<file path="src/rtl/exc_collector_if.sv">
// MEM-stage to CP0 exception bus.
//   master : pipeline side, drives the MEM-stage instruction info and reads
//            the exception report.
//   slave  : exception collector, reads the MEM-stage info and drives the
//            exception code, bad address, PC and delay-slot flag to CP0.
interface exc_collector_if;
    logic        mem_valid_i;
    logic [31:0] mem_pc_i;
    logic        mem_in_delay_i;
    logic [7:0]  mem_exc_i;
    logic [31:0] mem_daddr_i;
    logic [4:0]  exccode_o;
    logic [31:0] exc_badvaddr_o;
    logic [31:0] pc_o;
    logic        in_delay_o;

    modport master (
        output mem_valid_i, mem_pc_i, mem_in_delay_i, mem_exc_i, mem_daddr_i,
        input  exccode_o, exc_badvaddr_o, pc_o, in_delay_o
    );

    modport slave (
        input  mem_valid_i, mem_pc_i, mem_in_delay_i, mem_exc_i, mem_daddr_i,
        output exccode_o, exc_badvaddr_o, pc_o, in_delay_o
    );
endinterface

</file>
<file path="src/rtl/exc_collector.sv">
// MEM-stage exception collector and interrupt front end.
// Ports:
//   cpu_clk_50M, cpu_rst_n : clock, async active-low reset
//   int_raw_i              : asynchronous external interrupt lines
//   timer_int_i            : CP0 timer interrupt, merged into int_o[5]
//   int_o                  : synchronised interrupt bus to CP0 cause[15:10]
//   status_i, cause_i      : CP0 status / cause for interrupt pending
//   mem_if (slave)         : MEM-stage instruction info in, exception bus out
//
// FSM states:
//   state | meaning
//   IDLE  | exceptions from the MEM instruction are reported
//   BLANK | a report was just made; outputs held at EXC_NONE until blank_cnt hits 0
module exc_collector #(
    parameter int SYNC_STAGES  = 2,
    parameter int BLANK_CYCLES = 1
) (
    input  logic        cpu_clk_50M,
    input  logic        cpu_rst_n,
    input  logic [5:0]  int_raw_i,
    input  logic        timer_int_i,
    output logic [5:0]  int_o,
    input  logic [31:0] status_i,
    input  logic [31:0] cause_i,
    exc_collector_if.slave mem_if
);

    localparam logic [4:0] EXC_INT   = 5'h00;
    localparam logic [4:0] EXC_ADEL  = 5'h04;
    localparam logic [4:0] EXC_ADES  = 5'h05;
    localparam logic [4:0] EXC_SYS   = 5'h08;
    localparam logic [4:0] EXC_BREAK = 5'h09;
    localparam logic [4:0] EXC_RI    = 5'h0A;
    localparam logic [4:0] EXC_OV    = 5'h0C;
    localparam logic [4:0] EXC_ERET  = 5'h0E;
    localparam logic [4:0] EXC_NONE  = 5'h10;

    typedef enum logic {IDLE, BLANK} state_t;

    state_t      state_q, state_d;
    logic [3:0]  blank_cnt_q, blank_cnt_d;
    logic [5:0]  sync_q [SYNC_STAGES];

    logic        int_pend;
    logic [4:0]  sel_code;
    logic [31:0] sel_addr;
    logic [4:0]  exccode;
    logic [31:0] badvaddr;

    wire unused_bits = &{status_i[31:16], status_i[7:2], cause_i[31:16], cause_i[7:0]};

    always_ff @(posedge cpu_clk_50M or negedge cpu_rst_n) begin
        if (!cpu_rst_n) begin
            for (int i = 0; i < SYNC_STAGES; i++) sync_q[i] <= 6'b0;
        end else begin
            sync_q[0] <= int_raw_i;
            for (int i = 1; i < SYNC_STAGES; i++) sync_q[i] <= sync_q[i-1];
        end
    end

    // Timer interrupt is already synchronous to this clock, so it bypasses the chain.
    assign int_o = {sync_q[SYNC_STAGES-1][5] | timer_int_i, sync_q[SYNC_STAGES-1][4:0]};

    assign int_pend = status_i[0] & ~status_i[1] & (|(cause_i[15:8] & status_i[15:8]));

    always_comb begin
        sel_code = EXC_NONE;
        sel_addr = 32'h0;
        if (mem_if.mem_valid_i) begin
            if (int_pend) begin
                sel_code = EXC_INT;
            end else if (mem_if.mem_exc_i[0]) begin
                sel_code = EXC_ADEL;
                sel_addr = mem_if.mem_pc_i;
            end else if (mem_if.mem_exc_i[1]) begin
                sel_code = EXC_RI;
            end else if (mem_if.mem_exc_i[2]) begin
                sel_code = EXC_OV;
            end else if (mem_if.mem_exc_i[3]) begin
                sel_code = EXC_SYS;
            end else if (mem_if.mem_exc_i[4]) begin
                sel_code = EXC_BREAK;
            end else if (mem_if.mem_exc_i[5]) begin
                sel_code = EXC_ERET;
            end else if (mem_if.mem_exc_i[6]) begin
                sel_code = EXC_ADEL;
                sel_addr = mem_if.mem_daddr_i;
            end else if (mem_if.mem_exc_i[7]) begin
                sel_code = EXC_ADES;
                sel_addr = mem_if.mem_daddr_i;
            end
        end
    end

    always_ff @(posedge cpu_clk_50M or negedge cpu_rst_n) begin
        if (!cpu_rst_n) begin
            state_q     <= IDLE;
            blank_cnt_q <= 4'd0;
        end else begin
            state_q     <= state_d;
            blank_cnt_q <= blank_cnt_d;
        end
    end

    always_comb begin
        state_d     = state_q;
        blank_cnt_d = blank_cnt_q;
        exccode     = EXC_NONE;
        badvaddr    = 32'h0;
        case (state_q)
            IDLE: begin
                exccode  = sel_code;
                badvaddr = sel_addr;
                if (sel_code != EXC_NONE) begin
                    state_d     = BLANK;
                    blank_cnt_d = 4'(BLANK_CYCLES - 1);
                end
            end
            BLANK: begin
                if (blank_cnt_q == 4'd0) state_d = IDLE;
                else                     blank_cnt_d = blank_cnt_q - 4'd1;
            end
            default: state_d = IDLE;
        endcase
    end

    // The exception path is combinational, so the reset gate must be too.
    assign mem_if.exccode_o      = cpu_rst_n ? exccode : EXC_NONE;
    assign mem_if.exc_badvaddr_o = cpu_rst_n ? badvaddr : 32'h0;
    assign mem_if.pc_o           = cpu_rst_n ? mem_if.mem_pc_i : 32'h0;
    assign mem_if.in_delay_o     = cpu_rst_n & mem_if.mem_in_delay_i;

endmodule

</file>
<file path="src/flat_wrapper.sv">
// flat-port wrapper written by rule: the top's interface ports become plain ports
module exc_collector_flat 
#(
    parameter int SYNC_STAGES  = 2,
    parameter int BLANK_CYCLES = 1
)
  (cpu_clk_50M, cpu_rst_n, int_raw_i, timer_int_i, int_o, status_i, cause_i, mem_if_mem_valid_i, mem_if_mem_pc_i, mem_if_mem_in_delay_i, mem_if_mem_exc_i, mem_if_mem_daddr_i, mem_if_exccode_o, mem_if_exc_badvaddr_o, mem_if_pc_o, mem_if_in_delay_o);
  exc_collector_if mem_if_i ();
  input  logic cpu_clk_50M;
  input  logic cpu_rst_n;
  input  logic [5:0] int_raw_i;
  input  logic timer_int_i;
  output logic [5:0] int_o;
  input  logic [31:0] status_i;
  input  logic [31:0] cause_i;
  input wire logic [$bits(mem_if_i.mem_valid_i)-1:0] mem_if_mem_valid_i;
  input wire logic [$bits(mem_if_i.mem_pc_i)-1:0] mem_if_mem_pc_i;
  input wire logic [$bits(mem_if_i.mem_in_delay_i)-1:0] mem_if_mem_in_delay_i;
  input wire logic [$bits(mem_if_i.mem_exc_i)-1:0] mem_if_mem_exc_i;
  input wire logic [$bits(mem_if_i.mem_daddr_i)-1:0] mem_if_mem_daddr_i;
  output wire logic [$bits(mem_if_i.exccode_o)-1:0] mem_if_exccode_o;
  output wire logic [$bits(mem_if_i.exc_badvaddr_o)-1:0] mem_if_exc_badvaddr_o;
  output wire logic [$bits(mem_if_i.pc_o)-1:0] mem_if_pc_o;
  output wire logic [$bits(mem_if_i.in_delay_o)-1:0] mem_if_in_delay_o;
  assign mem_if_i.mem_valid_i = mem_if_mem_valid_i;
  assign mem_if_i.mem_pc_i = mem_if_mem_pc_i;
  assign mem_if_i.mem_in_delay_i = mem_if_mem_in_delay_i;
  assign mem_if_i.mem_exc_i = mem_if_mem_exc_i;
  assign mem_if_i.mem_daddr_i = mem_if_mem_daddr_i;
  assign mem_if_exccode_o = mem_if_i.exccode_o;
  assign mem_if_exc_badvaddr_o = mem_if_i.exc_badvaddr_o;
  assign mem_if_pc_o = mem_if_i.pc_o;
  assign mem_if_in_delay_o = mem_if_i.in_delay_o;
  exc_collector #(.SYNC_STAGES(SYNC_STAGES), .BLANK_CYCLES(BLANK_CYCLES)) u_core (.cpu_clk_50M(cpu_clk_50M), .cpu_rst_n(cpu_rst_n), .int_raw_i(int_raw_i), .timer_int_i(timer_int_i), .int_o(int_o), .status_i(status_i), .cause_i(cause_i), .mem_if(mem_if_i));
endmodule
</file>
<file path="config.mk">
export PLATFORM = sky130hd
export DESIGN_NAME = exc_collector_flat
export DESIGN_NICKNAME = d
export VERILOG_FILES = /design/src/rtl/exc_collector_if.sv /design/src/rtl/exc_collector.sv /design/src/flat_wrapper.sv
export SDC_FILE = /design/constraint.sdc
export NUM_CORES = 1
export LEC_CHECK = 0
export BUFFER_PORTS_ARGS = -buffer_cell sky130_fd_sc_hd__buf_2
export CELL_PAD_IN_SITES_DETAIL_PLACEMENT = 1
export CELL_PAD_IN_SITES_GLOBAL_PLACEMENT = 1
export CORE_MARGIN = 10
export CORE_UTILIZATION = 18
export DETAILED_ROUTE_END_ITERATION = 10
export PLACE_DENSITY_LB_ADDON = 0.1
export SKIP_CTS_REPAIR_TIMING = 1
export SYNTH_ARGS = -nofsm -noshare
export SYNTH_HDL_FRONTEND = slang
export SYNTH_SLANG_ARGS = --single-unit
</file>
<file path="constraint.sdc">
create_clock -name cpu_clk_50M -period 2 [get_ports cpu_clk_50M]
set_clock_uncertainty 0.1 [all_clocks]
set_input_delay 0.1 -clock cpu_clk_50M [delete_from_list [all_inputs] [get_ports cpu_clk_50M]]
set_output_delay 0.1 -clock cpu_clk_50M [all_outputs]
set_load 0.01 [all_outputs]
</file>
==> results.toml <==
[worst_hold_path]
hold_depth = 0
hold_path_class = "flip-flop to flip-flop"
worstHoldStart = "u_core.sync_q[10]"
hold_end = "u_core.int_o[4]"

[pwr]
irDropWorstVdd_v = 0.000572
p_leak_uw = 0.00135
power_density_mw_per_mm2 = 504

[global_routing]
grt_max_degree = 37
grt_pass1_wl_um = 12000
grt_pass1_vias = 2095
grt.overflow.total = 0
antenna_found_initial = 0
grtUsageTotal_pct = 11.5

[layout]
fillers = 1042
syn_to_final_growth_pct = 71.3
postLayoutCoreUtil_pct = 31.6
layout.nets = 506
instances_no_fill = 462
drive_above_1_share_pct = 59.4
antenna_cells = 0

[clocking]
cts_tree = "done"
cts.sinks = 17
clkSlewWorstSetupHoldPaths_ps = 60
htree_levels = 1
numCtsBuffers = 3
clock-root-buffer = "clkbuf_8"
clock_latency_ps = 250
cts_buffer_depth = 2

[logic_synthesis]
synthCells = 183
syn_area_mm2 = 0.00151
synthFlopType = "dfrtp_1"
synth_area_per_cell_um2 = 8.25
async_flop_share_pct = 100
ys_ff_latch = 17
synth-edff-count = 0
yosysSeqAreaShare_pct = 28.2
yosys_warnings = 0
synth_fp_nets = 331
ys_types = 31

[place]
gp_congestion = 0.746
hpwlAfterDp_um = 6630
port_buffers = 176
dp_cells = 450

[critical_path]
r2r-end = "u_core.state_q"
cp.arrival_ps = 1660
rr_startpoint = "u_core.blank_cnt_q[0]"
worstSetupPathType = "input port to primary output"
worstPathMaxFanout = 36
r2r_slack_ps = 310
rr_worst_depth = 6
worstSetupEndpointType = "primary output"
cp.required_ps = 1800
worst_setup_path_start_kind = "input port"

[die]
core_mm2 = 0.00818
die_h_um = 112
num_rows = 33
dieArea_mm2 = 0.0125
dieWidth_um = 112
ioPinCount = 223
start_util_pct = 18.5

[sta]
setup_viol = 0
min_period_ps = 1860
slew_headroom_pct = 64.8
slew_violations = 0
post-route-period-util_pct = 92.8
timing.final.hold_violations = 0
max_freq_ghz = 0.539
grt_setup_unrepaired = "false"
worst_pin_slew_ps = 522
tns_ps = 0

[detailed_routing]
dr.pass1.iters = 4
vias = 2003
wl_per_cell_um = 16.9
via_per_inst = 4.34
drc = 0
drt-total-wl_um = 7790
dr.first_iter.drc_count = 112
antenna_left = 0

[outcome]
status = "complete, no violations"

[run]
cap_violations = 0
cell usage after synthesis (2+ instances only):
master    number  area, um^2
nand2b_1       3        18.8
inv_1          4        15.0
clkbuf_1       4        15.0
buf_2          3        15.0
a22oi_1       36         270
buf_4          5        37.5
or3_4          2        22.5
buf_6          6        67.6
o21ai_0        2        10.0
nand2_1        5        18.8
a21oi_1        4        20.0
dfrtp_1       17         425
nor2_1        15        56.3
nor3_1         7        35.0
nor2_2        21         131
nand3_1        2        10.0
and2_1        33         206
layer usage:
layer	GRT usage (%)	part of all wire, %
met1	12.5	38
met2	21.5	54
met3	3.86	7.7
met4	1.54	0.44
met5	0	0
registers in the layout, indices dropped and copies added, names as in the netlist:
| name | flops |
|---|---|
| u_core.blank_cnt_q | 4 |
| u_core.int_o | 5 |
| u_core.state_q | 1 |
| u_core.sync_q | 7 |
worst max-delay path by stage:
| stage | from | to | slack [ps] | depth (start not counted) |
|---|---|---|---|---|
| 2_1_floorplan | u_core.blank_cnt_q[0] | u_core.state_q | 520 | 6 |
| 3_3_place_gp | u_core.blank_cnt_q[0] | u_core.state_q | 280 | 6 |
| 3_5_place_dp | u_core.blank_cnt_q[0] | u_core.state_q | 300 | 6 |
| 4_1_cts | u_core.state_q | mem_if_exccode_o[1] | 170 | 5 |
| 5_1_grt | cpu_rst_n | mem_if_exccode_o[1] | 3 | 6 |
| 6_report | cpu_rst_n | mem_if_exccode_o[1] | 140 | 6 |
kinds of logic after synthesis:
logic type / Yosys count / share of synthesized area [%]
simple gates: 97 / 39.1
compound gates: 46 / 22.0
buf+inv: 22 / 9.94
flops: 17 / 28.2
fa+ha+maj: 1 / 0.828
final cells by class:
type / count / area [um^2] / area share [%]
Inverter: 4 / 15.0 / 0.581
Sequential cell: 17 / 425 / 16.4
Tap cell: 105 / 131 / 5.08
Clock buffer: 3 / 41.3 / 1.60
Clock inverter: 1 / 5.00 / 0.194
Timing Repair Buffer: 188 / 1030 / 39.8
Multi-Input combinational cell: 144 / 940 / 36.3
layout by cell type, fill, tap and decap left out, types with 3 or more instances in the layout:
cell type	count
nand2b_1	3
nor2_1	15
a21oi_1	4
dfrtp_1	17
buf_12	3
and2_1	33
nand2_1	5
nor2_2	21
inv_1	4
buf_2	176
clkbuf_8	3
dlygate4sd3_1	8
nor3_1	7
a22oi_1	36
through the flow:
stage	hold slack [ps]	power, uW	area, um^2	setup WS [ps]
2_1_floorplan	-296	791	1510	522
3_3_place_gp	-53.0	1060	2460	280
3_5_place_dp	-56.9	1060	2460	303
4_1_cts	-330	1320	2510	171
5_1_grt	261	1430	2590	3.13
6_report	248	1300	2590	143
critical path, stage by stage:
cell and delay, ps:
dlygate4sd3_1 510, buf_2 330, nand3_2 140, buf_12 210, nor3_1 180, buf_2 170
power breakdown:
group	switching [uW]	leakage [uW]	total [uW]	internal, uW
Clock	111	0.0000255	248	138
Combinational	323	0.00112	611	288
Sequential	39.7	0.000203	443	403
Total	474	0.00135	1300	829
(Power assumes the default switching activity.)
